--- src/rtl/light_hash_ctrl_pkg.sv ---
// rtl/light_hash_ctrl_pkg.sv - shared types, constants and S-box for the light-hash controller
// Package lh_pkg: character bounds, default IV/round count, state enum,
// aes128_sbox() lookup and the alphanumeric character filter.
package lh_pkg;

    localparam logic [7:0] LH_DIGIT_LO = 8'h30;
    localparam logic [7:0] LH_DIGIT_HI = 8'h39;
    localparam logic [7:0] LH_UPPER_LO = 8'h41;
    localparam logic [7:0] LH_UPPER_HI = 8'h5A;
    localparam logic [7:0] LH_LOWER_LO = 8'h61;
    localparam logic [7:0] LH_LOWER_HI = 8'h7A;

    localparam logic [63:0] LH_DEFAULT_IV     = 64'h0123_4567_89AB_CDEF;
    localparam int          LH_DEFAULT_ROUNDS = 32;

    typedef enum logic [1:0] {IDLE, ABSORB, LENGTH, DONE} lh_state_t;

    // Byte 0x00 sits in the most significant byte, so entry x is at bit {~x,3'b111}.
    localparam logic [2047:0] LH_SBOX_TABLE = {
        128'h637c777bf26b6fc53001672bfed7ab76,
        128'hca82c97dfa5947f0add4a2af9ca472c0,
        128'hb7fd9326363ff7cc34a5e5f171d83115,
        128'h04c723c31896059a071280e2eb27b275,
        128'h09832c1a1b6e5aa0523bd6b329e32f84,
        128'h53d100ed20fcb15b6acbbe394a4c58cf,
        128'hd0efaafb434d338545f9027f503c9fa8,
        128'h51a3408f929d38f5bcb6da2110fff3d2,
        128'hcd0c13ec5f974417c4a77e3d645d1973,
        128'h60814fdc222a908846eeb814de5e0bdb,
        128'he0323a0a4906245cc2d3ac629195e479,
        128'he7c8376d8dd54ea96c56f4ea657aae08,
        128'hba78252e1ca6b4c6e8dd741f4bbd8b8a,
        128'h703eb5664803f60e613557b986c11d9e,
        128'he1f8981169d98e949b1e87e9ce5528df,
        128'h8ca1890dbfe6426841992d0fb054bb16
    };

    function automatic logic [7:0] aes128_sbox(input logic [7:0] x);
        return LH_SBOX_TABLE[{~x, 3'b111} -: 8];
    endfunction

    function automatic logic lh_is_alnum(input logic [7:0] ch);
        return ((ch >= LH_DIGIT_LO) && (ch <= LH_DIGIT_HI)) ||
               ((ch >= LH_UPPER_LO) && (ch <= LH_UPPER_HI)) ||
               ((ch >= LH_LOWER_LO) && (ch <= LH_LOWER_HI));
    endfunction

endpackage

--- src/rtl/light_hash_ctrl_if.sv ---
// rtl/light_hash_ctrl_if.sv - plaintext/digest handshake bundle for the light-hash controller
// Signals: ptxt_char[7:0], ptxt_valid, ptxt_last, ptxt_ready (plaintext stream),
// digest_char[63:0], digest_valid, digest_ready (digest handshake),
// err_invalid_ptxt_char, busy (status).
// Modport slave is the controller side, master is the producer/consumer side.
interface light_hash_ctrl_if;
    logic [7:0]  ptxt_char;
    logic        ptxt_valid;
    logic        ptxt_last;
    logic        ptxt_ready;
    logic [63:0] digest_char;
    logic        digest_valid;
    logic        digest_ready;
    logic        err_invalid_ptxt_char;
    logic        busy;

    modport slave (
        input  ptxt_char, ptxt_valid, ptxt_last, digest_ready,
        output ptxt_ready, digest_char, digest_valid, err_invalid_ptxt_char, busy
    );

    modport master (
        output ptxt_char, ptxt_valid, ptxt_last, digest_ready,
        input  ptxt_ready, digest_char, digest_valid, err_invalid_ptxt_char, busy
    );
endinterface

--- src/rtl/light_hash_ctrl_sbox_step.sv ---
// rtl/light_hash_ctrl_sbox_step.sv - one byte-update step of the light-hash schedule
// Module lh_sbox_step (combinational)
//   h[7:0][7:0] : current chaining bytes, h[i] = H[i]
//   idx[2:0]    : byte being updated
//   c[7:0]      : character being absorbed
//   new_byte    : sbox(((H[(idx+2)%8] ^ c) << idx) truncated to 8 bits)
module lh_sbox_step
    import lh_pkg::*;
(
    input  logic [7:0][7:0] h,
    input  logic [2:0]      idx,
    input  logic [7:0]      c,
    output logic [7:0]      new_byte
);
    logic [2:0] src_idx;
    logic [7:0] mixed;
    logic [7:0] shifted;

    // 3-bit add wraps naturally, giving (idx+2) mod 8.
    assign src_idx  = idx + 3'd2;
    assign mixed    = h[src_idx] ^ c;
    assign shifted  = mixed << idx;
    assign new_byte = aes128_sbox(shifted);
endmodule

--- src/rtl/light_hash_ctrl.sv ---
// rtl/light_hash_ctrl.sv - iterative light-hash sequencing controller
// Ports: clk, rst_n (async active-low), bus (light_hash_ctrl_if.slave).
// Parameters: NUM_ROUNDS (rounds per absorbed character, >=1), IV (initial chaining value).
// Optional macro LH_LEN_FINAL_EN: absorb the valid-character count as a final character.
module light_hash_ctrl
    import lh_pkg::*;
#(
    parameter int          NUM_ROUNDS = LH_DEFAULT_ROUNDS,
    parameter logic [63:0] IV         = LH_DEFAULT_IV
)
(
    input  logic              clk,
    input  logic              rst_n,
    light_hash_ctrl_if.slave  bus
);
    localparam int RW = (NUM_ROUNDS > 1) ? $clog2(NUM_ROUNDS) : 1;
    localparam logic [RW-1:0] ROUND_LAST = RW'(NUM_ROUNDS - 1);

    lh_state_t       state;
    logic [7:0][7:0] h;
    logic [7:0]      c;
    logic            last;
    logic [RW-1:0]   round;
    logic [2:0]      idx;
    logic            err;
    logic [7:0]      step_byte;
`ifdef LH_LEN_FINAL_EN
    logic [7:0]      len;
`endif

    // The single shared S-box: every step of every round goes through here.
    lh_sbox_step u_step (
        .h        (h),
        .idx      (idx),
        .c        (c),
        .new_byte (step_byte)
    );

    always_ff @(posedge clk or negedge rst_n) begin
        if (!rst_n) begin
            state <= IDLE;
            h     <= IV;
            c     <= '0;
            last  <= 1'b0;
            round <= '0;
            idx   <= '0;
            err   <= 1'b0;
`ifdef LH_LEN_FINAL_EN
            len   <= '0;
`endif
        end else begin
            case (state)
                IDLE: begin
                    if (bus.ptxt_valid) begin
                        last  <= bus.ptxt_last;
                        round <= '0;
                        idx   <= '0;
                        if (lh_is_alnum(bus.ptxt_char)) begin
                            c     <= bus.ptxt_char;
                            state <= ABSORB;
`ifdef LH_LEN_FINAL_EN
                            len   <= len + 8'd1;
`endif
                        end else begin
                            // Invalid characters are dropped; only the flag remembers them.
                            err <= 1'b1;
                            c   <= bus.ptxt_char;
                            if (bus.ptxt_last) begin
`ifdef LH_LEN_FINAL_EN
                                c     <= len;
                                state <= LENGTH;
`else
                                state <= DONE;
`endif
                            end
                        end
                    end
                end
                ABSORB: begin
                    h[idx] <= step_byte;
                    idx    <= idx + 3'd1;
                    if (idx == 3'd7) begin
                        round <= round + RW'(1);
                        if (round == ROUND_LAST) begin
                            round <= '0;
                            if (last) begin
`ifdef LH_LEN_FINAL_EN
                                c     <= len;
                                state <= LENGTH;
`else
                                state <= DONE;
`endif
                            end else begin
                                state <= IDLE;
                            end
                        end
                    end
                end
`ifdef LH_LEN_FINAL_EN
                LENGTH: begin
                    h[idx] <= step_byte;
                    idx    <= idx + 3'd1;
                    if (idx == 3'd7) begin
                        round <= round + RW'(1);
                        if (round == ROUND_LAST) begin
                            round <= '0;
                            state <= DONE;
                        end
                    end
                end
`endif
                DONE: begin
                    if (bus.digest_ready) begin
                        state <= IDLE;
                        h     <= IV;
                        err   <= 1'b0;
`ifdef LH_LEN_FINAL_EN
                        len   <= '0;
`endif
                    end
                end
                default: state <= IDLE;
            endcase
        end
    end

    assign bus.ptxt_ready            = (state == IDLE);
    assign bus.busy                  = (state != IDLE);
    assign bus.digest_valid          = (state == DONE);
    assign bus.digest_char           = (state == DONE) ? h : 64'h0;
    assign bus.err_invalid_ptxt_char = err;
endmodule

--- src/flat_wrapper.sv ---
// flat-port wrapper written by rule: the top's interface ports become plain ports
module light_hash_ctrl_flat import lh_pkg::*;
#(
    parameter int          NUM_ROUNDS = LH_DEFAULT_ROUNDS,
    parameter logic [63:0] IV         = LH_DEFAULT_IV
)
  (clk, rst_n, bus_ptxt_char, bus_ptxt_valid, bus_ptxt_last, bus_digest_ready, bus_ptxt_ready, bus_digest_char, bus_digest_valid, bus_err_invalid_ptxt_char, bus_busy);
  light_hash_ctrl_if bus_i ();
  input  logic clk;
  input  logic rst_n;
  input wire logic [$bits(bus_i.ptxt_char)-1:0] bus_ptxt_char;
  input wire logic [$bits(bus_i.ptxt_valid)-1:0] bus_ptxt_valid;
  input wire logic [$bits(bus_i.ptxt_last)-1:0] bus_ptxt_last;
  input wire logic [$bits(bus_i.digest_ready)-1:0] bus_digest_ready;
  output wire logic [$bits(bus_i.ptxt_ready)-1:0] bus_ptxt_ready;
  output wire logic [$bits(bus_i.digest_char)-1:0] bus_digest_char;
  output wire logic [$bits(bus_i.digest_valid)-1:0] bus_digest_valid;
  output wire logic [$bits(bus_i.err_invalid_ptxt_char)-1:0] bus_err_invalid_ptxt_char;
  output wire logic [$bits(bus_i.busy)-1:0] bus_busy;
  assign bus_i.ptxt_char = bus_ptxt_char;
  assign bus_i.ptxt_valid = bus_ptxt_valid;
  assign bus_i.ptxt_last = bus_ptxt_last;
  assign bus_i.digest_ready = bus_digest_ready;
  assign bus_ptxt_ready = bus_i.ptxt_ready;
  assign bus_digest_char = bus_i.digest_char;
  assign bus_digest_valid = bus_i.digest_valid;
  assign bus_err_invalid_ptxt_char = bus_i.err_invalid_ptxt_char;
  assign bus_busy = bus_i.busy;
  light_hash_ctrl #(.NUM_ROUNDS(NUM_ROUNDS), .IV(IV)) u_core (.clk(clk), .rst_n(rst_n), .bus(bus_i));
endmodule
--- config.mk ---
export PLATFORM = sky130hd
export DESIGN_NAME = light_hash_ctrl_flat
export DESIGN_NICKNAME = d
export VERILOG_FILES = /design/src/rtl/light_hash_ctrl_pkg.sv /design/src/rtl/light_hash_ctrl_if.sv /design/src/rtl/light_hash_ctrl_sbox_step.sv /design/src/rtl/light_hash_ctrl.sv /design/src/flat_wrapper.sv
export SDC_FILE = /design/constraint.sdc
export NUM_CORES = 1
export LEC_CHECK = 0
export ABC_AREA = 1
export BUFFER_PORTS_ARGS = -buffer_cell sky130_fd_sc_hd__buf_2
export CORE_MARGIN = 2
export CORE_UTILIZATION = 61
export DETAILED_ROUTE_END_ITERATION = 10
export PLACE_DENSITY_LB_ADDON = 0.08
export SLEW_MARGIN = 10
export SYNTH_ARGS = -nofsm -noshare
export SYNTH_HDL_FRONTEND = slang
export SYNTH_SLANG_ARGS = --single-unit
--- constraint.sdc ---
create_clock -name clk -period 5 [get_ports clk]
set_input_delay 0.5 -clock clk [delete_from_list [all_inputs] [get_ports clk]]
set_output_delay 0.5 -clock clk [all_outputs]
set_load 0.02 [all_outputs]
# Word level (Yosys, flattened, before mapping)
# Cells that the tools add are included.
# op_classes
n_addsub,3
magnitude_cmp,9
eq_ne,10
shifts,2
mux,26
bitwise,2
reduce_logical,17
# ops
operator,n
variable part select 2055 x 12 -> 8 bit (first input constant),1
2-to-1 mux 64 bit,2
case mux 64 bit (2 select lines),1
bitwise mux 64 bit,1
binary-select mux 8 bit (select 3 bit),1
demux 8 bit (select 3 bit),1
greater-or-equal comparator 8 x 7 -> 1 bit (second input constant),2
less-or-equal comparator 8 x 7 -> 1 bit (second input constant),2
2-to-1 mux 8 bit,2
2-to-1 mux 5 bit,3
2-to-1 mux 2 bit,7
case mux 5 bit (2 select lines),1
greater-or-equal comparator 8 x 6 -> 1 bit (second input constant),1
less-or-equal comparator 8 x 6 -> 1 bit (second input constant),1
less-than comparator 3 x 4 -> 1 bit (second input constant),2
NOT 8 bit,1
nonzero test 2 bit,4
<< shifter 8 x 3 -> 8 bit,1
XOR 8 bit,1
inequality test 2 bit (second input constant),3
case mux 2 bit (3 select lines),1
case mux 3 bit (2 select lines),1
AND reduction 2 bit,3
adder 5 x 1 -> 5 bit (second input constant),1
other kinds (18),25
# totals
regBits,84
inputBits,13
out_inout_bits,68
word_cells,83

# Depth between registers and ports, before layout
# Gate-level depths: netlist of the first run.
# logic_depth
ltp_word,9
mapped_depth,26
mapped_depth_nobuf,23

# Modules after synthesis
# A second synthesis of the first run with hierarchy kept.
# unflattened
hier_cells,1385
area_unflattened_um2,8343.0
# modules_own_cells
module,n_inst,cells_each,area_each_um2,seq_area_each_um2
lh_sbox_step,1,892,4415.5,0.0
light_hash_ctrl,1,493,3927.5,2142.1

# Worst setup path before layout of the first run
# OpenSTA, ideal clock, no wires.
# synth_path
path_kind,flip-flop to flip-flop
startpoint,register u_core.idx[2]
endpoint,register u_core.h[43] in the netlist's numbering
setup_time_ns,0.124
arrival_ns,3.991
t_required_ns,4.876
slack_ns,0.885
path_stages_with_launch,26
path_buffers,3
period_less_slack_ns,4.115
cell_sequence,dfrtp_1 > inv_1 > buf_1 > clkbuf_1 > ha_1 > buf_2 > inv_1 > nand3_1 > nand2_1 > nand2_1 > nand2_1 > nand3_1 > nor2_2 > ha_1 > inv_1 > nand4_1 > nand2_1 > nand2_1 > nand2_1 > nand2_1 > nand3_1 > nand3_1 > nand2_1 > nand2_1 > nand2_2 > o21ai_1
# synth_between
elab_chain_len,9
word_cells_on_any_way,14
classes_between,add/sub (1); order compare (2); shift (2); mux (6); bitwise (2); reduce/logical (1)
# synth_rtl
element,line_no,text
"start, declared",light_hash_ctrl.sv:24,logic [2:0] idx;
"start signal, assigned",light_hash_ctrl.sv:81,idx <= idx + 3'd1;
adder 3 x 2 -> 3 bit,light_hash_ctrl_sbox_step.sv:20,assign src_idx = idx + 3'd2;
binary-select mux 8 bit (select 3 bit),light_hash_ctrl_sbox_step.sv:21,assign mixed = h[src_idx] ^ c;
2-to-1 mux 8 bit (implied by the code),light_hash_ctrl_sbox_step.sv:21,
XOR 8 bit,light_hash_ctrl_sbox_step.sv:21,
<< shifter 8 x 3 -> 8 bit,light_hash_ctrl_sbox_step.sv:22,assign shifted = mixed << idx;
NOT 8 bit,light_hash_ctrl_pkg.sv:39,"return LH_SBOX_TABLE[{~x, 3'b111} -: 8];"
variable part select 2055 x 12 -> 8 bit,light_hash_ctrl_pkg.sv:39,
bitwise mux 64 bit *,light_hash_ctrl.sv:80,h[idx] <= step_byte;
case mux 64 bit (2 select lines) *,light_hash_ctrl.sv:52,case (state)
"end signal, assigned by index",light_hash_ctrl.sv:80,
"end, declared",light_hash_ctrl.sv:20,logic [7:0][7:0] h;
# Every way passes the cells marked *; elsewhere a longest branch is shown, timed or not. The select of a mux whose other input is x is not followed.
# A chain may end at the register's enable or synchronous reset.

# Worst setup path after layout of the first run
# layout_path
startpoint,register u_core.idx[2]
endpoint,register u_core.h[5] in the netlist's numbering
# Same word-level chain as after synthesis.

==> results of run 1 <==
[per-stage QoR]
| step | instances | cell area (um^2) | setup WS (ns) | util, % |
|---|---|---|---|---|
| 2_1_floorplan | 1312 | 7810 | 0.885 | - |
| 3_5_place_dp | 1515 | 8220 | 0.661 | 65.4 |
| 4_1_cts | 1531 | 8500 | 0.629 | 67.6 |
| 3_3_place_gp | 1515 | 8220 | 0.827 | 65.4 |
| 6_report | 1531 | 8500 | 0.488 | 67.6 |
| 5_1_grt | 1531 | 8500 | 0.179 | 67.6 |
[per-layer routing]
| metal | GRT usage, % | routed length (um) |
|---|---|---|
| met5 | 0 | 0 |
| met4 | 22.4 | 1700 |
| met3 | 13.9 | 4400 |
| met2 | 66.4 | 13100 |
| met1 | 58.8 | 11400 |
[cell families after synthesis]
logic type / synth area share, %
xor gates and xnor gates: 0.336
and+or+nand+nor: 49.6
AOI/OAI and AO/OA: 8.97
DFF: 27.4
buffers and inverters: 11.1
adders and majority gates: 2.56
[placed cells by master, fill, tap and decap left out, types with 19 or more instances in the layout]
cell     synthesis  final
o21ai_0         24     24
nand3_1        327    327
nor2_1         126    126
a21oi_1         56     56
nand2_1        368    365
nand2_2         16     19
buf_2           33     79
dfstp_2         32     32
inv_1          138    138
dfrtp_1         52     52
o21ai_1         27     27
[registers in the layout, indices dropped and copies added (netlist names)]
signal	count
u_core.c	8
u_core.round	5
u_core.last	1
u_core.idx	3
u_core.bus.err_invalid_ptxt_char	1
u_core.state	2
u_core.h	64
[area by class of cell]
| cell class | instances | area (um^2) |
|---|---|---|
| Multi-Input combinational cell | 1021 | 4810 |
| Fill cell | 1199 | 4070 |
| Sequential cell | 84 | 2140 |
| Inverter | 142 | 533 |
| Timing Repair Buffer | 96 | 523 |
| Clock buffer | 9 | 225 |
| Tap cell | 172 | 215 |
| Clock inverter | 7 | 50.0 |
[final timing paths]
check	from	endpoint	slack (ns)	cells after the start
max in group asynchronous	rst_n	u_core.idx[1]	4.00	1
worst max register to register	u_core.idx[2]	u_core.h[5]	0.49	21
worst min-delay path	rst_n	u_core.h[45]	0.34	1
worst min register to register	u_core.h[30]	u_core.h[30]	0.49	2
worst max-delay path	u_core.idx[2]	u_core.h[5]	0.49	21
min in group clk	bus_digest_ready	u_core.state[1]	0.36	2
==> summary.md, run 1 <==
| Metric | Value |
|---|---|
| Ratio of cells with drive above 1 in the final layout | `13.5%` |
| Residual DRC count | `0` |
| Post-DP HPWL | `21700 um` |
| Hold/Removal Path Class | `in -> async` |
| Unrepaired setup endpoints after global routing | `false` |
| CTS clk-pin slew, worst paths | `about 0.070 ns` |
| Ys async rst share | `100%` |
| Die Height | `117 um` |
| Worst EP arrival | `about 4.8 ns` |
| Vias in the first global route | `8457` |
| Post-Route WL | `30600 um` |
| Final count of negative-setup-slack endpoints | `0` |
| Drt via density | `around 6.3` |
| Pre-Repair DR Iteration Count | `7` |
| Fin Setup TNS | `0 ns` |
| Count leader, synth | `nand2_1` |
| Gpl congestion | `1.16` |
| Post-cts sizing count | `0` |
| Post-synth top cells | `nand2_1, nand3_1, inv_1` |
| Port Buffers | `80` |
| Final hold vios | `0` |
| CP Cell Sequence | `inv_1 > ha_1 > inv_1 > nand3_1 > nand2_1 > nand2_1 > nand2_1 > nand3_1 > nor2_2 > ha_1 > inv_1 > nand4_1 > nand2_1 > inv_1 > nand2_1 > nand3_1 > nand3_1 > nand3_1 > nand3_1 > nand2_2 > a21oi_1` |
| CP top delay family | `simple AND/OR/NAND/NOR gates` |
| Maximum clock rate | `0.222 GHz` |
| Final period utilization | `90.2%` |
| Slowest CP cell | `dfrtp_1` |
| Top FF cell, synth | `dfrtp_1` |
| CTS root buf | `clkbuf_16` |
| Cts hold-fix bufs | `0` |
| FP Rows | `41` |
| WL/cell | `20.0 um` |
| First-pass GRT wire length | `46500 um` |
| DRT iter0 DRCs | `roughly 1800` |
| Top cells by area, synth | `nand3_1, nand2_1, dfrtp_1` |
| GRT overflow | `0` |
| Area grow syn2layout | `8.74%` |
| IO Pins | `between 80 and 90` |
| Die ar. | `around 14000 um^2` |
| Worst skew pair latency | `approximately 0.34 ns` |
| Post-synth top area share | `20.9%` |
| Initial Util | `62.2%` |
| Slew HR | `between 30% and 40%` |
| WP buf/inv | `4` |
| Max-cap violations | `0` |
| Status | `finished, final reports clean` |
| Worst Max-Slew Pin Slew | `1.04 ns` |
| Detail Route Antenna Nets | `0` |
| Most common cell on crit path | `nand3_1` |
| Core Region | `12600 um^2` |
| GR Util All Layers | `44.7%` |
| Via count | `between 9000 and 10000` |
| Synth cell types | `39` |
| Post-Syn Instances | `around 1300` |
| Seq cells post-synth | `84` |
| EDFF count, synth | `0` |
| Crit. End Element | `flop` |
| Clock Path Buffers | `2` |
| Crit-path max cell delay | `just under 0.6 ns` |
| Clk sinks | `84` |
| WS Path Type | `reg -> reg` |
| Initial antenna violation count | `0` |
| Die width | `approximately 120 um` |
| Synth Area per Inst | `5.96 um^2` |
| Post-synthesis sequential area ratio | `27.4%` |
| Req. time, crit path | `between 5 and 6 ns` |
| Pins Over Slew Limit | `0` |
| Post-Synthesis Cell Area | `7810 um^2` |
| Final worst clock skew | `0.00720 ns` |
| H-tree levels | `3` |
| Ys Warns | `0` |
| Ant diodes | `0` |
| CTS tree | `yes` |
| Setup repair bufs after CTS | `0` |
| Clock period minus worst slack | `4.51 ns` |
| Worst hold slack | `0.344 ns` |
| Pin count of the biggest net entering global routing | `between 80 and 90` |
| Largest fanout on the critical path | `10` |
| Leading area contributor after synthesis | `nand3_1` |
| TritonCTS Buffers | `9` |
| Startpoint Class | `flop` |
| NumNets Final | `1383` |
| Mapped Nets | `1341` |
Power of run 1 is left out: the tool's default activity adds up to more than one toggle a clock period on the data nets, which glitch-free logic cannot reach.
==> inputs of run 2 (changes only) <==
--- a/config.mk
+++ b/config.mk
@@ -10,7 +10,7 @@
 export CORE_MARGIN = 2
 export CORE_UTILIZATION = 61
 export DETAILED_ROUTE_END_ITERATION = 10
-export PLACE_DENSITY_LB_ADDON = 0.08
+export PLACE_DENSITY = 0.93
 export SLEW_MARGIN = 10
 export SYNTH_ARGS = -nofsm -noshare
 export SYNTH_HDL_FRONTEND = slang
==> run 2 against run 1 <==
  * Utilization up 0.58 points
  * Routed wire length up 1.1%
  * Flip-flop and latch count unchanged
  * Global-route usage about the same
  * Critical path depth down 2
  * Worst setup slack worse by 0.10 ns
  * Clock skew up 0.0044 ns
  * First-iteration DRC count up 5.3%
  * Critical path type unchanged
  * Via count up 3.1%
  * Critical endpoint is now u_core.h[32]
  * Register-to-register slack worse by 0.10 ns
==> summary.md, run 2 (synthesis results as in run 1) <==
| Metric | Value |
|---|---|
| Most frequent cells in the layout | `nand2_1, nand3_1, inv_1, nor2_1, buf_2` |
| Pre-Repair DR Iteration Count | `8` |
| Top flop regs | `u_core.h x64, u_core.c x8, u_core.round x5` |
| Maximum clock rate | `between 0.2 and 0.25 GHz` |
| WL/cell | `roughly 20 um` |
| Post-Route WL | `30900 um` |
| GRT overflow | `0` |
| Largest fanout on the critical path | `10` |
| Met2 wire len | `12900 um` |
| Die width | `~120 um` |
| Crit path setup slack, layout | `~0.39 ns` |
| Via count | `9979` |
| Clock period minus worst slack | `roughly 4.6 ns` |
| Worst Max-Slew Pin Slew | `1.22 ns` |
| Ant diodes | `0` |
| Fill count | `1127` |
| Die ar. | `about 14000 um^2` |
| Pins Over Slew Limit | `0` |
| Die Height | `between 100 and 150 um` |
| Hold/Removal Path Class | `in -> async` |
| Vias in the first global route | `a little under 9000` |
| GR Util All Layers | `between 40% and 50%` |
| Initial Util | `62.2%` |
| TritonCTS Buffers | `9` |
| Req. time, crit path | `5.27 ns` |
| DRT iter0 DRCs | `1868` |
| Pre-CTS setup slack | `between 0.6 and 0.7 ns` |
| Final worst clock skew | `approximately 0.012 ns` |
| Final count of negative-setup-slack endpoints | `0` |
| First-pass GRT wire length | `46700 um` |
| Reg with most FFs | `u_core.h` |
| Ratio of cells with drive above 1 in the final layout | `13.3%` |
| Unrepaired setup endpoints after global routing | `false` |
| Final hold vios | `0` |
| FP Rows | `41` |
| Worst skew pair latency | `0.35 ns` |
| NumNets Final | `~1400` |
| WS Path Type | `reg -> reg` |
| Post-cts sizing count | `0` |
| Cts hold-fix bufs | `0` |
| Port Buffers | `80` |
| Pin count of the biggest net entering global routing | `85` |
| H-tree levels | `3` |
| Drt via density | `between 6 and 7` |
| CTS root buf | `clkbuf_16` |
| Residual DRC count | `0` |
| Setup repair bufs after CTS | `0` |
| Startpoint Class | `flop` |
| Max-cap violations | `0` |
| Commonest non-fill, non-tap cell in the layout | `nand2_1` |
| Met1 WL | `10700 um` |
| Clk sinks | `84` |
| Final period utilization | `92.3%` |
| Clock Path Buffers | `2` |
| Core Region | `12600 um^2` |
| IO Pins | `81` |
| Max FFs per register | `64` |
| Met3 wire len | `5160 um` |
| Gpl congestion | `1.10` |
| Highest Signal Layer | `met4` |
| Area grow syn2layout | `9.67%` |
| Slew HR | `between 10% and 20%` |
| Worst EP arrival | `about 4.9 ns` |
| Initial antenna violation count | `0` |
| CTS clk-pin slew, worst paths | `0.07 ns` |
| Status | `finished, final reports clean` |
| Fin Setup TNS | `0 ns` |
| Post-DP HPWL | `21200 um` |
| Crit. End Element | `flop` |
| Detail Route Antenna Nets | `0` |
| CTS tree | `yes` |
## run 2: final cells by class
class                      instances  area, um^2  area share [%]
clock buffer                       9         225            2.63
clock inverter                     7         103            1.20
inverter                         142         533            6.22
multi-input combinational       1021        4810            56.1
sequential                        84        2140            25.0
tap                              172         215            2.51
timing repair buffer              94         546            6.37
## run 2: per-layer routing
| layer | global-route usage, % | vias up |
|---|---|---|
| met3 | 17.2 | 227 |
| met5 | 0 | - |
| met1 | 56.0 | 4372 |
| li1 | - | 4377 |
| met4 | 28.2 | 0 |
| met2 | 64.5 | 1003 |
## run 2: critical path: stages, from the launching register on
cell and delay [ns]:
dfrtp_1 0.57, inv_1 0.11, ha_1 0.43, inv_1 0.24, nand3_1 0.18, nand2_1 0.12, nand2_1 0.05, nand2_1 0.09
nand3_1 0.13, nor2_2 0.34, ha_1 0.33, inv_1 0.10, nand4_1 0.55, nand3_1 0.32, nand3_1 0.11, nand3_1 0.13
nand3_1 0.16, nand3_1 0.15, nand2_2 0.19, a21oi_1 0.21
## run 2: worst paths after layout
path | startpoint | to | slack (ns) | cells after the start
worst min-delay path | rst_n | u_core.h[47] | 0.32 | 1
min in group clk | bus_digest_ready | u_core.state[1] | 0.37 | 2
worst max-delay path | u_core.idx[2] | u_core.h[32] | 0.39 | 19
worst min register to register | u_core.round[4] | u_core.round[4] | 0.49 | 2
worst max register to register | u_core.idx[2] | u_core.h[32] | 0.39 | 19
max in group asynchronous | rst_n | u_core.h[22] | 4.00 | 1
## run 2: metrics by stage
step	instances	area [um^2]	hold WS (ns)	util (%)
after global routing	1529	8570	0.367	68.2
final	1529	8570	0.317	68.2
after detailed placement	1513	8240	0.477	65.6
after CTS	1529	8570	0.362	68.2
after floorplan	1312	7810	0.204	-
after global placement	1513	8240	0.467	65.6
Power of run 2 is left out for the same reason.
